==> src/rtl/proc_test_pkg.sv <==
`default_nettype none
// ============================================================================
//  Module      : proc_test_pkg
//  Description : Shared types and constants for the processor write monitor:
//                FSM state encoding, run status codes and the saturating
//                increment used by the store counter.
//  Ports       : none (package)
//  Revision    : 1.0 - initial release
// ============================================================================
package proc_test_pkg;

    typedef enum logic [2:0] {
        ST_IDLE = 3'd0,
        ST_RUN  = 3'd1,
        ST_PASS = 3'd2,
        ST_FAIL = 3'd3,
        ST_TOUT = 3'd4
    } monState_t;

    localparam logic [1:0] STAT_BUSY = 2'd0;
    localparam logic [1:0] STAT_PASS = 2'd1;
    localparam logic [1:0] STAT_FAIL = 2'd2;
    localparam logic [1:0] STAT_TOUT = 2'd3;

    localparam logic [15:0] c_WR_COUNT_MAX = 16'hFFFF;

    // Store counter sticks at all-ones rather than wrapping to zero.
    function automatic logic [15:0] satInc16(input logic [15:0] v);
        return (v == c_WR_COUNT_MAX) ? v : v + 16'd1;
    endfunction

endpackage
`default_nettype wire

==> src/rtl/proc_write_monitor_if.sv <==
`default_nettype none
// ============================================================================
//  Module      : proc_write_monitor_if
//  Description : Bundle of the monitor's control, store-bus, log-read and
//                result signals.
//  Ports       : master - drives start/targets, the store bus and rd_en
//                slave  - the monitor; drives log read port and results
//  Revision    : 1.0 - initial release
// ============================================================================
interface proc_write_monitor_if #(
    parameter int ADDR_W    = 32,
    parameter int DATA_W    = 32,
    parameter int LOG_DEPTH = 8
);
    localparam int c_LCNT_W = $clog2(LOG_DEPTH) + 1;

    logic              start;
    logic [ADDR_W-1:0] target_adr;
    logic [DATA_W-1:0] target_data;
    logic              MemWrite;
    logic [ADDR_W-1:0] DataAdr;
    logic [DATA_W-1:0] WriteData;
    logic              rd_en;
    logic              rd_valid;
    logic [ADDR_W-1:0] rd_adr;
    logic [DATA_W-1:0] rd_data;
    logic [c_LCNT_W-1:0] log_count;
    logic              overflow;
    logic [1:0]        status;
    logic              done;
    logic [15:0]       wr_count;

    modport master (
        output start, target_adr, target_data, MemWrite, DataAdr, WriteData, rd_en,
        input  rd_valid, rd_adr, rd_data, log_count, overflow, status, done, wr_count
    );

    modport slave (
        input  start, target_adr, target_data, MemWrite, DataAdr, WriteData, rd_en,
        output rd_valid, rd_adr, rd_data, log_count, overflow, status, done, wr_count
    );

endinterface
`default_nettype wire

==> src/rtl/wr_log_fifo.sv <==
`default_nettype none
// ============================================================================
//  Module      : wr_log_fifo
//  Description : First-word fall-through log of observed stores. A push into
//                a full log is dropped and sets a sticky overflow flag, except
//                when a pop happens in the same cycle.
//  Ports       : clk, rst_n      - clock, asynchronous active-low reset
//                i_clr           - synchronous clear (highest priority)
//                i_push/i_pushData, i_pop - write and read strobes
//                o_valid/o_rdData - oldest entry (zero when empty)
//                o_count, o_overflow - occupancy and dropped-push flag
//  Revision    : 1.0 - initial release
// ============================================================================
module wr_log_fifo #(
    parameter int WIDTH     = 64,
    parameter int LOG_DEPTH = 8
) (
    input  wire logic                         clk,
    input  wire logic                         rst_n,
    input  wire logic                         i_clr,
    input  wire logic                         i_push,
    input  wire logic [WIDTH-1:0]             i_pushData,
    input  wire logic                         i_pop,
    output logic                              o_valid,
    output logic [WIDTH-1:0]                  o_rdData,
    output logic [$clog2(LOG_DEPTH):0]        o_count,
    output logic                              o_overflow
);
    localparam int                  c_PTR_W = $clog2(LOG_DEPTH);
    localparam logic [c_PTR_W:0]    c_FULL  = (c_PTR_W + 1)'(LOG_DEPTH);

    logic [WIDTH-1:0]   r_mem [LOG_DEPTH];
    logic [c_PTR_W-1:0] r_wrPtr;
    logic [c_PTR_W-1:0] r_rdPtr;
    logic [c_PTR_W:0]   r_count;
    logic               r_overflow;

    logic w_empty;
    logic w_full;
    logic w_popOk;
    logic w_pushOk;

    assign w_empty  = (r_count == '0);
    assign w_full   = (r_count == c_FULL);
    assign w_popOk  = i_pop && !w_empty;
    // A simultaneous pop frees a slot, so a push into a full log still fits.
    assign w_pushOk = i_push && (!w_full || w_popOk);

    // Pointers wrap naturally because LOG_DEPTH is a power of two.
    always_ff @(posedge clk or negedge rst_n) begin
        if (!rst_n) begin
            r_wrPtr    <= '0;
            r_rdPtr    <= '0;
            r_count    <= '0;
            r_overflow <= 1'b0;
        end else if (i_clr) begin
            r_wrPtr    <= '0;
            r_rdPtr    <= '0;
            r_count    <= '0;
            r_overflow <= 1'b0;
        end else begin
            if (w_pushOk) r_wrPtr <= r_wrPtr + 1'b1;
            if (w_popOk)  r_rdPtr <= r_rdPtr + 1'b1;
            case ({w_pushOk, w_popOk})
                2'b10:   r_count <= r_count + 1'b1;
                2'b01:   r_count <= r_count - 1'b1;
                default: r_count <= r_count;
            endcase
            if (i_push && !w_pushOk) r_overflow <= 1'b1;
        end
    end

    // Storage carries no reset; its contents are only visible while non-empty.
    always_ff @(posedge clk) begin
        if (w_pushOk && !i_clr) r_mem[r_wrPtr] <= i_pushData;
    end

    assign o_valid    = !w_empty;
    assign o_rdData   = w_empty ? '0 : r_mem[r_rdPtr];
    assign o_count    = r_count;
    assign o_overflow = r_overflow;

endmodule
`default_nettype wire

==> src/rtl/proc_write_monitor.sv <==
`default_nettype none
// ============================================================================
//  Module      : proc_write_monitor
//  Description : Watches a processor store bus for a write of an expected
//                value to an expected address. Reports pass, fail (right
//                address, wrong data) or timeout, counts stores and logs them.
//  Ports       : CLK   - clock, rising edge
//                reset - asynchronous active-low reset
//                mon   - slave side of proc_write_monitor_if (start/targets,
//                        store bus, log read port, status/done/wr_count)
//  Revision    : 1.0 - initial release
// ============================================================================
module proc_write_monitor
    import proc_test_pkg::*;
#(
    parameter int ADDR_W    = 32,
    parameter int DATA_W    = 32,
    parameter int LOG_DEPTH = 8,
    parameter int TIMEOUT   = 1024
) (
    input  wire logic            CLK,
    input  wire logic            reset,
    proc_write_monitor_if.slave  mon
);
    localparam int                   c_CNT_W    = (TIMEOUT > 1) ? $clog2(TIMEOUT) : 1;
    localparam logic [c_CNT_W-1:0]   c_CNT_LAST = c_CNT_W'(TIMEOUT - 1);
    localparam int                   c_ENTRY_W  = ADDR_W + DATA_W;

    monState_t          r_state;
    logic [ADDR_W-1:0]  r_tgtAdr;
    logic [DATA_W-1:0]  r_tgtData;
    logic [c_CNT_W-1:0] r_cycleCnt;
    logic [15:0]        r_wrCount;
    logic [1:0]         r_status;
    logic               r_done;

    logic                 w_storeInRun;
    logic                 w_hit;
    logic                 w_push;
    logic [c_ENTRY_W-1:0] w_rdEntry;

    assign w_storeInRun = (r_state == ST_RUN) && mon.MemWrite;
    assign w_hit        = w_storeInRun && (mon.DataAdr == r_tgtAdr);
    // start clears the log, so a store in the same cycle must not land in it.
    assign w_push       = w_storeInRun && !mon.start;

    always_ff @(posedge CLK or negedge reset) begin
        if (!reset) begin
            r_state    <= ST_IDLE;
            r_tgtAdr   <= '0;
            r_tgtData  <= '0;
            r_cycleCnt <= '0;
            r_wrCount  <= '0;
            r_status   <= STAT_BUSY;
            r_done     <= 1'b0;
        end else if (mon.start) begin
            r_state    <= ST_RUN;
            r_tgtAdr   <= mon.target_adr;
            r_tgtData  <= mon.target_data;
            r_cycleCnt <= '0;
            r_wrCount  <= '0;
            r_status   <= STAT_BUSY;
            r_done     <= 1'b0;
        end else if (r_state == ST_RUN) begin
            if (mon.MemWrite) r_wrCount <= satInc16(r_wrCount);
            // A deciding write wins over a timeout landing in the same cycle.
            if (w_hit) begin
                r_done <= 1'b1;
                if (mon.WriteData == r_tgtData) begin
                    r_state  <= ST_PASS;
                    r_status <= STAT_PASS;
                end else begin
                    r_state  <= ST_FAIL;
                    r_status <= STAT_FAIL;
                end
            end else if (r_cycleCnt == c_CNT_LAST) begin
                r_state  <= ST_TOUT;
                r_status <= STAT_TOUT;
                r_done   <= 1'b1;
            end else begin
                r_cycleCnt <= r_cycleCnt + 1'b1;
            end
        end
    end

    wr_log_fifo #(
        .WIDTH     (c_ENTRY_W),
        .LOG_DEPTH (LOG_DEPTH)
    ) u_log (
        .clk        (CLK),
        .rst_n      (reset),
        .i_clr      (mon.start),
        .i_push     (w_push),
        .i_pushData ({mon.DataAdr, mon.WriteData}),
        .i_pop      (mon.rd_en),
        .o_valid    (mon.rd_valid),
        .o_rdData   (w_rdEntry),
        .o_count    (mon.log_count),
        .o_overflow (mon.overflow)
    );

    assign mon.rd_adr   = w_rdEntry[c_ENTRY_W-1 -: ADDR_W];
    assign mon.rd_data  = w_rdEntry[DATA_W-1:0];
    assign mon.status   = r_status;
    assign mon.done     = r_done;
    assign mon.wr_count = r_wrCount;

endmodule
`default_nettype wire

==> src/flat_wrapper.sv <==
// flat-port wrapper written by rule: the top's interface ports become plain ports
module proc_write_monitor_flat import proc_test_pkg::*;
#(
    parameter int ADDR_W    = 32,
    parameter int DATA_W    = 32,
    parameter int LOG_DEPTH = 8,
    parameter int TIMEOUT   = 1024
)
  (CLK, reset, mon_start, mon_target_adr, mon_target_data, mon_MemWrite, mon_DataAdr, mon_WriteData, mon_rd_en, mon_rd_valid, mon_rd_adr, mon_rd_data, mon_log_count, mon_overflow, mon_status, mon_done, mon_wr_count);
  proc_write_monitor_if #(.ADDR_W(ADDR_W), .DATA_W(DATA_W), .LOG_DEPTH(LOG_DEPTH)) mon_i ();
  input  wire logic CLK;
  input  wire logic reset;
  input wire logic [$bits(mon_i.start)-1:0] mon_start;
  input wire logic [$bits(mon_i.target_adr)-1:0] mon_target_adr;
  input wire logic [$bits(mon_i.target_data)-1:0] mon_target_data;
  input wire logic [$bits(mon_i.MemWrite)-1:0] mon_MemWrite;
  input wire logic [$bits(mon_i.DataAdr)-1:0] mon_DataAdr;
  input wire logic [$bits(mon_i.WriteData)-1:0] mon_WriteData;
  input wire logic [$bits(mon_i.rd_en)-1:0] mon_rd_en;
  output wire logic [$bits(mon_i.rd_valid)-1:0] mon_rd_valid;
  output wire logic [$bits(mon_i.rd_adr)-1:0] mon_rd_adr;
  output wire logic [$bits(mon_i.rd_data)-1:0] mon_rd_data;
  output wire logic [$bits(mon_i.log_count)-1:0] mon_log_count;
  output wire logic [$bits(mon_i.overflow)-1:0] mon_overflow;
  output wire logic [$bits(mon_i.status)-1:0] mon_status;
  output wire logic [$bits(mon_i.done)-1:0] mon_done;
  output wire logic [$bits(mon_i.wr_count)-1:0] mon_wr_count;
  assign mon_i.start = mon_start;
  assign mon_i.target_adr = mon_target_adr;
  assign mon_i.target_data = mon_target_data;
  assign mon_i.MemWrite = mon_MemWrite;
  assign mon_i.DataAdr = mon_DataAdr;
  assign mon_i.WriteData = mon_WriteData;
  assign mon_i.rd_en = mon_rd_en;
  assign mon_rd_valid = mon_i.rd_valid;
  assign mon_rd_adr = mon_i.rd_adr;
  assign mon_rd_data = mon_i.rd_data;
  assign mon_log_count = mon_i.log_count;
  assign mon_overflow = mon_i.overflow;
  assign mon_status = mon_i.status;
  assign mon_done = mon_i.done;
  assign mon_wr_count = mon_i.wr_count;
  proc_write_monitor #(.ADDR_W(ADDR_W), .DATA_W(DATA_W), .LOG_DEPTH(LOG_DEPTH), .TIMEOUT(TIMEOUT)) u_core (.CLK(CLK), .reset(reset), .mon(mon_i));
endmodule
==> config.mk <==
export PLATFORM = sky130hd
export DESIGN_NAME = proc_write_monitor_flat
export DESIGN_NICKNAME = d
export VERILOG_FILES = /design/src/rtl/proc_test_pkg.sv /design/src/rtl/proc_write_monitor_if.sv /design/src/rtl/wr_log_fifo.sv /design/src/rtl/proc_write_monitor.sv /design/src/flat_wrapper.sv
export SDC_FILE = /design/constraint.sdc
export NUM_CORES = 1
export LEC_CHECK = 0
export BUFFER_PORTS_ARGS = -buffer_cell sky130_fd_sc_hd__buf_2
export CORE_UTILIZATION = 53
export DETAILED_ROUTE_END_ITERATION = 6
export HOLD_SLACK_MARGIN = 0.12
export PLACE_DENSITY = 0.75
export REMOVE_ABC_BUFFERS = 1
export SETUP_SLACK_MARGIN = 0.5
export SYNTH_ARGS = -nofsm -noshare
export SYNTH_HDL_FRONTEND = slang
export SYNTH_SLANG_ARGS = --single-unit
==> constraint.sdc <==
create_clock -name CLK -period 7.7 [get_ports CLK]
set_input_delay 0.385 -clock CLK [delete_from_list [all_inputs] [get_ports CLK]]
set_output_delay 0.385 -clock CLK [all_outputs]
set_load 0.01 [all_outputs]
# After elaboration in Yosys (flattened, before gate mapping)
# Memories as Yosys holds them, arrays and structs flattened.
# Index checks and enable logic that the tools add are counted.
# word_totals
mem_bits_rw,512
regBits,107
memories,1
# mem_list
memory,words,word_bits,rd,rd_clocked_by_memory_dff,write_ports,line_no,rtl
u_core.u_log.r_mem,8,64,1,0,1,wr_log_fifo.sv:32,logic [WIDTH-1:0] r_mem [LOG_DEPTH];
# op_classes
eq_ne,11
reduce_logical,23
add_sub_neg,6
n_mux,33
# ops
operator,count
32-bit equality test,2
16-bit 2-to-1 mux,4
64-bit 2-to-1 mux,1
10-bit 2-to-1 mux,4
3-bit 2-to-1 mux,8
"16-bit by 1-bit adder with 16-bit output, second input constant",1
"16-bit equality test, second input constant",1
"10-bit by 1-bit adder with 10-bit output, second input constant",1
"10-bit equality test, second input constant",1
2-bit 2-to-1 mux,5
2-bit nonzero test,5
1-bit 2-to-1 mux,9
4-bit one-hot mux with 2 select lines,1
1-bit logical AND,7
"3-bit by 1-bit adder with 3-bit output, second input constant",2
"2-bit != test, second input constant",3
3-bit AND reduction,2
3-bit nonzero test,2
"4-bit by 1-bit adder with 4-bit output, second input constant",1
"4-bit equality test, second input constant",1
1-bit logical NOT,4
4-bit logical NOT,1
4-bit 2-to-1 mux,1
"4-bit by 1-bit subtractor with 4-bit output, second input constant",1
other kinds (5),5

# Logic depth before layout (Yosys ltp)
# Gate-level depths: netlist (run 1).
# logic_depth
depth_word,9
mapped_depth,13

# Hierarchy
# A second synthesis (run 1) with hierarchy kept.
# unflattened
hier_cells,1298
hier_area_um2,24888.9
# modules_own_cells
module,instances,cells_per_inst,seq_area_each_um2,area_each_um2
wr_log_fifo,1,891,15650.0,20163.1
proc_write_monitor,1,407,2402.3,4725.8

# Least setup slack after synthesis (run 1)
# No wires, ideal clock.
# synth_timing
kind,register -> register
startpoint,"register u_core.u_log.r_count[0], in the netlist u_core.u_log.o_count[0]"
endpoint,"memory u_core.u_log.r_mem[4][0], enable pin"
n_path_buf,1
setup_time_ns,0.578
t_arrival_ns,6.049
path_slack_ns,1.074
period_less_slack_ns,6.626
stages_incl_launch_ff,7
t_required_ns,7.122
path_cell_list,dfrtp_1 or3_1 clkbuf_1 nor3_2 nor3_1 nand2b_1 nor3b_1
# synth_via
elab_chain_len,8
word_cells_on_any_way,10
cone_classes,eq/ne (1); mux (2); reduce/logical (7)
# synth_rtl
item,line_no,rtl
from (decl),wr_log_fifo.sv:35,logic [c_PTR_W:0] r_count;
from (signal assigned),wr_log_fifo.sv:65,2'b10: r_count <= r_count + 1'b1;
from (signal assigned),wr_log_fifo.sv:66,2'b01: r_count <= r_count - 1'b1;
from (signal assigned),wr_log_fifo.sv:67,default: r_count <= r_count;
4-bit logical NOT,wr_log_fifo.sv:43,assign w_empty = (r_count == '0);
1-bit logical NOT,wr_log_fifo.sv:45,assign w_popOk = i_pop && !w_empty;
1-bit logical AND,wr_log_fifo.sv:45,
1-bit logical OR (*),wr_log_fifo.sv:47,assign w_pushOk = i_push && (!w_full || w_popOk);
1-bit logical AND (*),wr_log_fifo.sv:47,
1-bit logical AND (*),wr_log_fifo.sv:75,if (w_pushOk && !i_clr) r_mem[r_wrPtr] <= i_pushData;
1-bit 2-to-1 mux (*),wr_log_fifo.sv:75,
1-bit 2-to-1 mux (not written as such) (*),wr_log_fifo.sv:75,
to (decl),wr_log_fifo.sv:32,
# Mark *: on every way between the ends. The rest lies on a longest branch, timed or not.

# Worst setup path in the final report (run 1)
# layout_timing
startpoint,register u_core.u_log.r_rdPtr[0]
endpoint,output mon_rd_data[23]
# layout_via
elab_chain_len,2
# layout_rtl
item,line_no,rtl
from (decl),wr_log_fifo.sv:34,logic [c_PTR_W-1:0] r_rdPtr;
from (signal assigned),wr_log_fifo.sv:63,if (w_popOk) r_rdPtr <= r_rdPtr + 1'b1;
memory read 8 x 64 bit,--,
64-bit 2-to-1 mux,wr_log_fifo.sv:79,assign o_rdData = w_empty ? '0 : r_mem[r_rdPtr];
to (decl),flat_wrapper.sv:22,output wire logic [$bits(mon_i.rd_data)-1:0] mon_rd_data;
# Every way passes these cells.

==> metrics, run 1 <==
Via density=5.67; worst skew pair latency=610 ps; nets=1791; Vert. Die Dim=218 um; Multi-input gate area=6440 um^2; status=finished clean; CTS Buf Count=60; initial antenna violation count=1; Post-synth ARST share=17.3%; Syn Inst Count=1282; Slowest-stage cell, CP=buf_4; DP HPWL=28.7 mm; r2r setup slk=3990 ps; filler instances=3053; core area=45700 um^2; Final Setup Violations=0; Final Hold Fails=0; CTS resizes=0; clk sinks=619; IO Count=222; fin. max-slew vios=0; synth unique cells=41; leading area contributor after synthesis=edfxtp_1; Port Buffer Count=221; synth warn=0; commonest non-fill, non-tap cell in the layout=edfxtp_1; Fin Setup TNS=0 ps; Area growth, synth to finish=20.6%; max incr delay on CP=900 ps; Starting DRT DRC Count=1049; antenna-violating nets left=0; Hold Crit Class=in2async; worst path arrival time=3620 ps; first-pass GRT wire length=81.6 mm; worst setup margin=3690 ps; Die Width=218 um; pin count of the biggest net entering global routing=75; GP Congestion=0.760; routed wire length per instance=23.1 um; M3 GR Usage=3.96%; min Tclk post-route=4010 ps; startpoint type of the worst setup path=flip-flop; Reg area=18100 um^2; busiest grt layer=met2; met1 Use GR=32.2%; die area=47500 um^2; H-tree depth=2; CP endpoint kind=output pin; Post-synth EDFFs=512; share of cells above drive strength 1=32.1%; max-cap viol count=0; Max VDD drop=0.258 mV; worst path required time=7320 ps; RSZ-0062 raised after global routing=no; Seq cells post-synth=619; CP Cell Sequence=buf_4 -> mux4_2 -> mux2i_1 -> nor2_1 -> buf_2; # DRC=0; Synth Cell Area=24700 um^2; R2R Path Start=u_core.r_state[2]$_DFFE_PN0P_; clock tree buffer depth=3; crit path kind=reg2out; top cell type's share of synthesized area=62.2%; TritonCTS clock tree=done; Vias=13058; top fanout value on the critical path=48; Pleak=10.3 nW; met2 Track Usage GR=37.7%; Overflow after GRT=0; row cnt=78; synthesized area per cell=19.3 um^2; worst slack, placed=3950 ps; first-pass iteration count of the detailed router=5; worst-margin pin slew=1130 ps; vias in the first global route=13875; reg2reg end=u_core.u_log.r_mem[3][39]$_DFFE_PP_; pwr dens=280 nW/um^2; Initial Utilization=54.1%; Fmax achieved=0.250 GHz; final WL=53.2 mm; Clock transition at path regs=60 ps; worst relative slew slack=24.2%; most frequent cells in the layout=edfxtp_1, buf_2, dlygate4sd3_1; GRT Overall Usage=23.2%; largest cells by area after synthesis=edfxtp_1, mux4_2, dfrtp_1; clk root buf=clkbuf_16; R2R cell count=5; ys flop type=edfxtp_1; fraction of the yosys area taken by sequential cells=73.0%; Worst Clk Skew=16.2 ps; part of the cycle the worst path needs=52.0%
[critical path, delay by kind of cell, from the launching register on]
kind                   cells  cell delay [ps]
DFF                        1              890
muxes                      2              860
buffers and inverters      2             1090
and+or+nand+nor            1               70
[sequential cells by signal, summed over array words and instances, names as in the netlist]
name and flops:
u_core.u_log.r_mem 512, u_core.r_tgtAdr 32, u_core.r_tgtData 32, u_core.mon.wr_count 16, u_core.r_cycleCnt 10, u_core.u_log.o_count 4
u_core.r_state 3, u_core.u_log.r_rdPtr 3, u_core.u_log.r_wrPtr 3, u_core.mon.status 2, u_core.mon.done 1, u_core.u_log.o_overflow 1
[worst max path at each step]
stage | to | startpoint | slack (ps) | cells after the start
finish | mon_rd_data[23] | u_core.u_log.r_rdPtr[0]$_DFFE_PN0P_ | 3690 | 5
global route | mon_rd_data[23] | u_core.u_log.r_rdPtr[0]$_DFFE_PN0P_ | 3400 | 5
CTS | mon_rd_adr[5] | u_core.u_log.r_rdPtr[0]$_DFFE_PN0P_ | 3620 | 5
detailed placement | u_core.u_log.r_mem[3][45]$_DFFE_PP_ | mon_MemWrite | 3950 | 6
global placement | u_core.u_log.r_mem[2][45]$_DFFE_PP_ | mon_start | 4010 | 5
floorplan | u_core.u_log.r_mem[4][0]$_DFFE_PP_ | u_core.u_log.o_count[0]$_DFFE_PN0P_ | 1190 | 5
[layout make-up]
cell class / count / area share (%)
flip-flops and latches: 619 / 60.6
multi-input cells: 596 / 21.6
repair buffers: 368 / 8.53
clock buffers: 82 / 5.55
well taps: 600 / 2.52
clock inverters: 32 / 1.15
inverters: 6 / 0.0755
diodes: 1 / 0.00839
[repair_timing]
item | in CTS | in global routing
endpoints found under the hold margin | 615 | 0
setup buffers | 0 | 0
endpoints found under the setup margin | 0 | 0
hold buffers | 131 | 0
[layer usage]
metal / up-vias / part of all wire, %
li1: 5808 / -
met1: 6735 / 43
met2: 437 / 49
met3: 78 / 5.7
met4: 0 / 2.4
met5: - / 0
[cell families (layout without fill, tap and decap cells)]
| logic type | count (synthesis) | after routing | share of synthesized area, % |
|---|---|---|---|
| buffers and inverters | 67 | 488 | 1.15 |
| adder cells (fa/ha/maj) | 7 | 7 | 0.385 |
| other | 0 | 1 | 0 |
| XOR/XNOR | 82 | 82 | 2.90 |
| AO/OA/AOI/OAI | 30 | 30 | 0.739 |
| AND/OR/NAND/NOR | 209 | 209 | 4.12 |
| flip-flops | 619 | 619 | 73.0 |
| multiplexers | 268 | 268 | 17.7 |
[synth_stat cells, types with 12 or more instances]
cell type and n:
mux2i_1 68, xor2_1 15, clkbuf_1 27, edfxtp_1 512, xnor2_1 67, nand4_1 27, mux2_2 72, a21oi_1 13
buf_1 12, nand2_1 20, mux4_2 128, buf_2 20, nor2_1 104, dfrtp_1 107
[per-stage QoR]
step                      hold WS, ps  area, um^2  std cells  utilization (%)  total power [mW]
final                             305       29800       2304             65.3              8.36
after global routing              348       29800       2304             65.3              8.68
after CTS                         317       29800       2303             65.3              8.44
after detailed placement          439       26500       2058             58.0              5.44
after global placement            439       26500       2058             58.0              5.42
after floorplan                  89.4       24500       1221                -              4.99
[where the power goes]
group / switching [mW] / internal [mW] / total [mW]
logic: 0.802 / 0.755 / 1.56
registers: 0.123 / 3.73 / 3.85
clock network: 1.22 / 1.74 / 2.96
total: 2.14 / 6.22 / 8.36
No activity file was read; power rests on OpenSTA's default activity.
==> inputs of run 2 (changes only) <==
--- a/config.mk
+++ b/config.mk
@@ -9,7 +9,7 @@
 export CORE_UTILIZATION = 53
 export DETAILED_ROUTE_END_ITERATION = 6
 export HOLD_SLACK_MARGIN = 0.12
-export PLACE_DENSITY = 0.75
+export PLACE_DENSITY = 0.78
 export REMOVE_ABC_BUFFERS = 1
 export SETUP_SLACK_MARGIN = 0.5
 export SYNTH_ARGS = -nofsm -noshare
==> constraint.sdc (replaced) <==
create_clock -name CLK -period 3.68 [get_ports CLK]
set_input_delay 0.184 -clock CLK [delete_from_list [all_inputs] [get_ports CLK]]
set_output_delay 0.184 -clock CLK [all_outputs]
set_load 0.01 [all_outputs]
==> run 2 against run 1 <==
  * First-iteration DRC count fell by 12%
  * Setup slack got worse by 3100 ps
  * Critical endpoint is now mon_rd_data[30]
  * Register-to-register slack worse by 3100 ps
==> metrics, run 2 (same netlist as run 1, synthesis figures left out) <==
status=finished clean (unchanged); startpoint type of the worst setup path=flip-flop (unchanged); vias in the first global route=14254 (was 13875); fin. max-slew vios=0 (unchanged); worst-margin pin slew=965 ps (was 1130 ps); share of power burned in registers=45.8% (was 46.0%); Starting DRT DRC Count=923 (was 1049); sw frac=25.8% (was 25.6%); Vias=13253 (was 13058); die area=47500 um^2 (unchanged); Tot Pwr=17.5 mW (was 8.36 mW); Port Buffer Count=221 (unchanged); CP endpoint kind=output pin (unchanged); # DRC=0 (unchanged); pin count of the biggest net entering global routing=87 (was 75); GP Congestion=0.818 (was 0.760); clock tree buffer depth=3 (unchanged); worst relative slew slack=35.6% (was 24.2%); first-pass iteration count of the detailed router=5 (unchanged); worst skew pair latency=620 ps (was 610 ps); initial antenna violation count=1 (unchanged); min Tclk post-route=3080 ps; max-cap viol count=0 (unchanged); max incr delay on CP=580 ps (was 900 ps); routed wire length per instance=23.4 um (was 23.1 um); part of the cycle the worst path needs=83.6%; Worst Clk Skew=17.7 ps (was 16.2 ps); Final Hold Fails=0 (unchanged); clk root buf=clkbuf_16 (unchanged); Via density=5.70 (was 5.67); Overflow after GRT=0 (unchanged); Pint=13.0 mW (was 6.22 mW); Slowest-stage cell, CP=buf_4 (unchanged); Final Setup Violations=0 (unchanged); final WL=54.3 mm (was 53.2 mm); most frequent cells in the layout=edfxtp_1, buf_2, dlygate4sd3_1 (unchanged); worst path arrival time=2890 ps (was 3620 ps); max reg flops=512 (unchanged); largest register by flop count=u_core.u_log.r_mem (unchanged); largest registers=u_core.u_log.r_mem: 512 flops, u_core.r_tgtAdr: 32 flops, u_core.r_tgtData: 32 flops (unchanged); Clock transition at path regs=60 ps (about the same); Logic pwr share=19.5% (was 18.6%); Area growth, synth to finish=21.6% (was 20.6%); crit path kind=reg2out (unchanged); top fanout value on the critical path=64 (was 48); post-layout util=65.8% (was 65.3%); clk sinks=619 (unchanged); Pleak=10.4 nW (was 10.3 nW); CP Cell Sequence=or3_1 -> nor2_4 -> buf_4 -> nor2_1 -> buf_2 (was buf_4 -> mux4_2 -> mux2i_1 -> nor2_1 -> buf_2); row cnt=78 (unchanged); H-tree depth=2 (unchanged); Hold Crit Class=in2async (unchanged); first-pass GRT wire length=82.7 mm (was 81.6 mm); GRT Overall Usage=23.5% (was 23.2%); RSZ-0062 raised after global routing=no (unchanged); share of cells above drive strength 1=32.6% (was 32.1%); Max VDD drop=0.449 mV (was 0.258 mV); TritonCTS clock tree=done (unchanged); CTS Buf Count=60 (unchanged); Clock power frac=34.8% (was 35.4%); Vert. Die Dim=218 um (unchanged); DP HPWL=30.5 mm (was 28.7 mm); Sw Pwr=4.51 mW (was 2.14 mW); IO Count=222 (unchanged); Initial Utilization=54.1% (unchanged); worst path required time=3500 ps (was 7320 ps); Fmax achieved=0.325 GHz; antenna-violating nets left=0 (unchanged); nets=1810 (was 1791); core area=45700 um^2 (unchanged); pwr dens=581 nW/um^2 (was 280 nW/um^2); commonest non-fill, non-tap cell in the layout=edfxtp_1 (unchanged); Die Width=218 um (unchanged)
[run 2: worst max-delay path: cells and delay by family, from the launching register on]
family                 cells  cell delay [ps]
AND/OR/NAND/NOR            3              920
buffers and inverters      2              790
flip-flops                 1              430
[run 2: per-stage QoR]
stage	hold slack [ps]	area (um^2)	setup slack, ps	cells	setup TNS [ps]
after CTS	271	30000	550	2321	0
after global routing	298	30100	500	2322	0
after floorplan	-112	24500	-2830	1221	-1286530
after detailed placement	344	26800	933	2074	0
final	245	30100	604	2324	0
after global placement	337	26800	1000	2074	0
[run 2: timing repair]
item / in CTS / in global routing
hold buffers: 133 / 0
endpoints found under the setup margin: 0 / 5
endpoints found under the hold margin: 673 / 0
setup buffers: 0 / 1
resized for setup: 0 / 0
[run 2: worst paths after layout]
check | end | cells after the start | startpoint | slack (ps)
max | mon_rd_data[30] | 5 | u_core.u_log.o_count[1]$_DFFE_PN0P_ | 600
min | u_core.r_tgtAdr[26]$_DFFE_PN0P_ | 2 | reset | 250
max reg2reg | u_core.u_log.r_mem[4][54]$_DFFE_PP_ | 5 | u_core.r_state[2]$_DFFE_PN0P_ | 920
min reg2reg | u_core.mon.done$_DFFE_PN0P_ | 2 | u_core.mon.done$_DFFE_PN0P_ | 530
max in group asynchronous | u_core.r_tgtAdr[10]$_DFFE_PN0P_ | 3 | reset | 2580
min in group CLK | u_core.r_tgtData[15]$_DFFE_PN0P_ | 3 | mon_target_data[15] | 330
[run 2: cell type report]
class	instances	area (um^2)
flip-flops and latches	619	18100
fillers	2995	15600
multi-input cells	596	6440
repair buffers	387	2830
clock buffers	86	1700
well taps	600	751
clock inverters	28	259
inverters	6	22.5
diodes	2	5.00
[run 2: power groups by stage]
| stage | logic [mW] | clock network [mW] | registers, mW |
|---|---|---|---|
| floorplan | 2.08 | 0 | 8.35 |
| global placement | 3.22 | 0 | 8.15 |
| detailed placement | 3.27 | 0 | 8.16 |
| CTS | 3.40 | 6.18 | 8.02 |
| global route | 3.68 | 6.43 | 8.01 |
| finish | 3.40 | 6.07 | 7.99 |
[run 2: layer usage]
layer	vias up	track usage [%]	part of all wire, %
met5	-	0	0
met4	0	8.09	2.6
met3	87	3.92	5.5
met2	421	38.8	50
met1	6904	31.7	42
li1	5841	-	-
==> inputs of run 3 (changes only) <==
--- a/config.mk
+++ b/config.mk
@@ -9,7 +9,7 @@
 export CORE_UTILIZATION = 53
 export DETAILED_ROUTE_END_ITERATION = 6
 export HOLD_SLACK_MARGIN = 0.12
-export PLACE_DENSITY = 0.78
+export PLACE_DENSITY = 0.75
 export REMOVE_ABC_BUFFERS = 1
 export SETUP_SLACK_MARGIN = 0.5
 export SYNTH_ARGS = -nofsm -noshare
==> constraint.sdc (replaced) <==
create_clock -name CLK -period 2.9 [get_ports CLK]
set_input_delay 0.145 -clock CLK [delete_from_list [all_inputs] [get_ports CLK]]
set_output_delay 0.145 -clock CLK [all_outputs]
set_load 0.01 [all_outputs]
==> run 3 against run 2 <==
  * Non-clock buffer count up 47
  * Sequential cell count unchanged
  * Die area unchanged
  * Worst hold slack worse by 140 ps
  * Clock power up 31%
  * Setup slack worse by 420 ps
  * Design area up 4.5%
  * Highest routed layer unchanged
==> metrics, run 3 (same netlist as run 1, synthesis figures left out) <==
commonest non-fill, non-tap cell in the layout=edfxtp_1 (unchanged); Worst Clk Skew=17.3 ps (was 17.7 ps); TritonCTS clock tree=done (unchanged); r2r setup slk=440 ps (was 920 ps); Ant. Diodes=0 (was 2); DP HPWL=31.3 mm (was 30.5 mm); Area growth, synth to finish=27.1% (was 21.6%); clk root buf=clkbuf_16 (unchanged); vias in the first global route=14199 (was 14254); Sw Pwr=6.25 mW (was 4.51 mW); worst skew pair latency=610 ps (was 620 ps); H-tree depth=2 (unchanged); CTS Buf Count=59 (was 60); hold_ws=105 ps (was 245 ps); Final Setup Violations=0 (unchanged); GRT Overall Usage=25.2% (was 23.5%); R2R cell count=8 (was 5); Clock transition at path regs=60 ps (about the same); worst path arrival time=2570 ps (was 2890 ps); GP Congestion=0.794 (was 0.818); Final Hold Fails=0 (unchanged); Initial Utilization=54.1% (unchanged); sw frac=26.2% (was 25.8%); fin. max-slew vios=0 (unchanged); Overflow after GRT=0 (unchanged); first-pass GRT wire length=87.3 mm (was 82.7 mm); max-cap viol count=0 (unchanged); Fmax achieved=0.368 GHz; Vias=13857 (was 13253); Starting DRT DRC Count=1255 (was 923); largest register by flop count=u_core.u_log.r_mem (unchanged); share of power burned in registers=42.2% (was 45.8%); clock tree buffer depth=3 (unchanged); min Tclk post-route=2710 ps; Logic pwr share=24.4% (was 19.5%); Tot Pwr=23.9 mW (was 17.5 mW); startpoint type of the worst setup path=flip-flop (unchanged); pwr dens=760 nW/um^2 (was 581 nW/um^2); IO Count=222 (unchanged); crit path kind=reg2out (unchanged); die area=47500 um^2 (unchanged); Via density=5.86 (was 5.70); Vert. Die Dim=218 um (unchanged); worst relative slew slack=44.9% (was 35.6%); top fanout value on the critical path=6 (was 64); max reg flops=512 (unchanged); Port Buffer Count=221 (unchanged); antenna-violating nets left=0 (unchanged); most frequent cells in the layout=edfxtp_1, buf_2, dlygate4sd3_1 (unchanged); clk sinks=619 (unchanged); status=finished clean (unchanged); Pleak=10.9 nW (was 10.4 nW); R2R Path Start=u_core.r_tgtAdr[25]$_DFFE_PN0P_ (was u_core.r_state[2]$_DFFE_PN0P_); worst path required time=2760 ps (was 3500 ps); core area=45700 um^2 (unchanged); placement-stage cell area=26900 um^2 (was 26800 um^2); Die Width=218 um (unchanged); final WL=61.1 mm (was 54.3 mm); Fin Setup TNS=0 ps (unchanged); Max VDD drop=0.636 mV (was 0.449 mV); initial antenna violation count=0 (was 1); CP endpoint kind=output pin (unchanged); Final Cell Area=31400 um^2 (was 30100 um^2); first-pass iteration count of the detailed router=5 (unchanged); Clock power frac=33.4% (was 34.8%); # DRC=0 (unchanged); row cnt=78 (unchanged); largest registers=u_core.u_log.r_mem: 512 flops, u_core.r_tgtAdr: 32 flops, u_core.r_tgtData: 32 flops (unchanged); part of the cycle the worst path needs=93.6%; worst-margin pin slew=827 ps (was 965 ps); routed wire length per instance=25.8 um (was 23.4 um); pin count of the biggest net entering global routing=65 (was 87); RSZ-0062 raised after global routing=yes (was no); Non-Filler Instances=2366 (was 2324); Cells after DPL=2075 (was 2074); nets=1856 (was 1810); Pint=17.6 mW (was 13.0 mW); reg2reg end=u_core.r_cycleCnt[0]$_DFFE_PN0P_ (was u_core.u_log.r_mem[4][54]$_DFFE_PP_); Hold Crit Class=in2async (unchanged); share of cells above drive strength 1=36.4% (was 32.6%)
-- run 3: cell count changes in the layout (fill, tap and decap cells not counted), sizes merged --
cell and change:
buf +37, inv -5, dlygate4sd3 +1, clkinv +4, clkbuf +3, clkinvlp -1, bufinv +5, diode -2
-- run 3: metrics by stage --
step                util, %  worst slack, ps
floorplan                 -            -3610
global route           68.8              190
global placement       58.9              382
detailed placement     58.9              261
CTS                    67.6              253
finish                 68.8              185
-- run 3: worst max-delay path, stage by stage (launching register included) --
cell     delay (ps)
dfrtp_4         480
buf_12          190
buf_16          150
mux4_2          600
mux2i_4         300
nor2_1           80
buf_2           140
-- run 3: routing by layer --
layer / GRT usage (%) / part of all wire (%) / routed length (um) / up-vias
li1: - / - / - / 5955
met1: 34.0 / 40 / 24400 / 7255
met2: 41.2 / 51 / 30900 / 565
met3: 5.54 / 6.6 / 4060 / 82
met4: 8.23 / 2.8 / 1690 / 0
met5: 0 / 0 / 0 / -
-- run 3: how the worst max path moves through the flow --
stage | endpoint | slack (ps) | depth (start not counted) | start
4_1_cts | mon_rd_data[2] | 250 | 6 | u_core.u_log.r_rdPtr[0]$_DFFE_PN0P_
5_1_grt | mon_rd_data[17] | 190 | 6 | u_core.u_log.r_rdPtr[0]$_DFFE_PN0P_
3_3_place_gp | u_core.u_log.o_count[3]$_DFFE_PN0P_ | 380 | 12 | u_core.u_log.o_count[1]$_DFFE_PN0P_
6_report | mon_rd_data[17] | 190 | 6 | u_core.u_log.r_rdPtr[0]$_DFFE_PN0P_
2_1_floorplan | u_core.u_log.r_mem[4][0]$_DFFE_PP_ | -3610 | 5 | u_core.u_log.o_count[0]$_DFFE_PN0P_
3_5_place_dp | u_core.u_log.o_count[3]$_DFFE_PN0P_ | 260 | 12 | u_core.u_log.o_count[1]$_DFFE_PN0P_
-- run 3: cell type report --
cell class,instances,area (um^2)
Fill cell,2783,14200
Tap cell,600,751
Multi-Input combinational cell,596,6760
Sequential cell,619,18100
Inverter,6,22.5
Clock buffer,80,1640
Clock inverter,31,382
Timing Repair Buffer,434,3810
-- run 3: what timing repair did --
item                                   4_1_cts  5_1_grt
gates resized for setup                     56       37
pin swaps                                    4       13
hold buffers                               134        0
setup endpoints to repair                  473      455
setup buffers                               17       14
cloned                                       7        8
endpoints found under the hold margin      645        0
-- run 3: power by group through the flow --
stage	clock network, mW	logic (mW)	registers (mW)
after global placement	0	4.17	10.3
after detailed placement	0	4.24	10.3
final	7.98	5.83	10.1
after global routing	8.44	6.18	10.1
after CTS	8.07	5.31	10.1
after floorplan	0	2.42	10.5
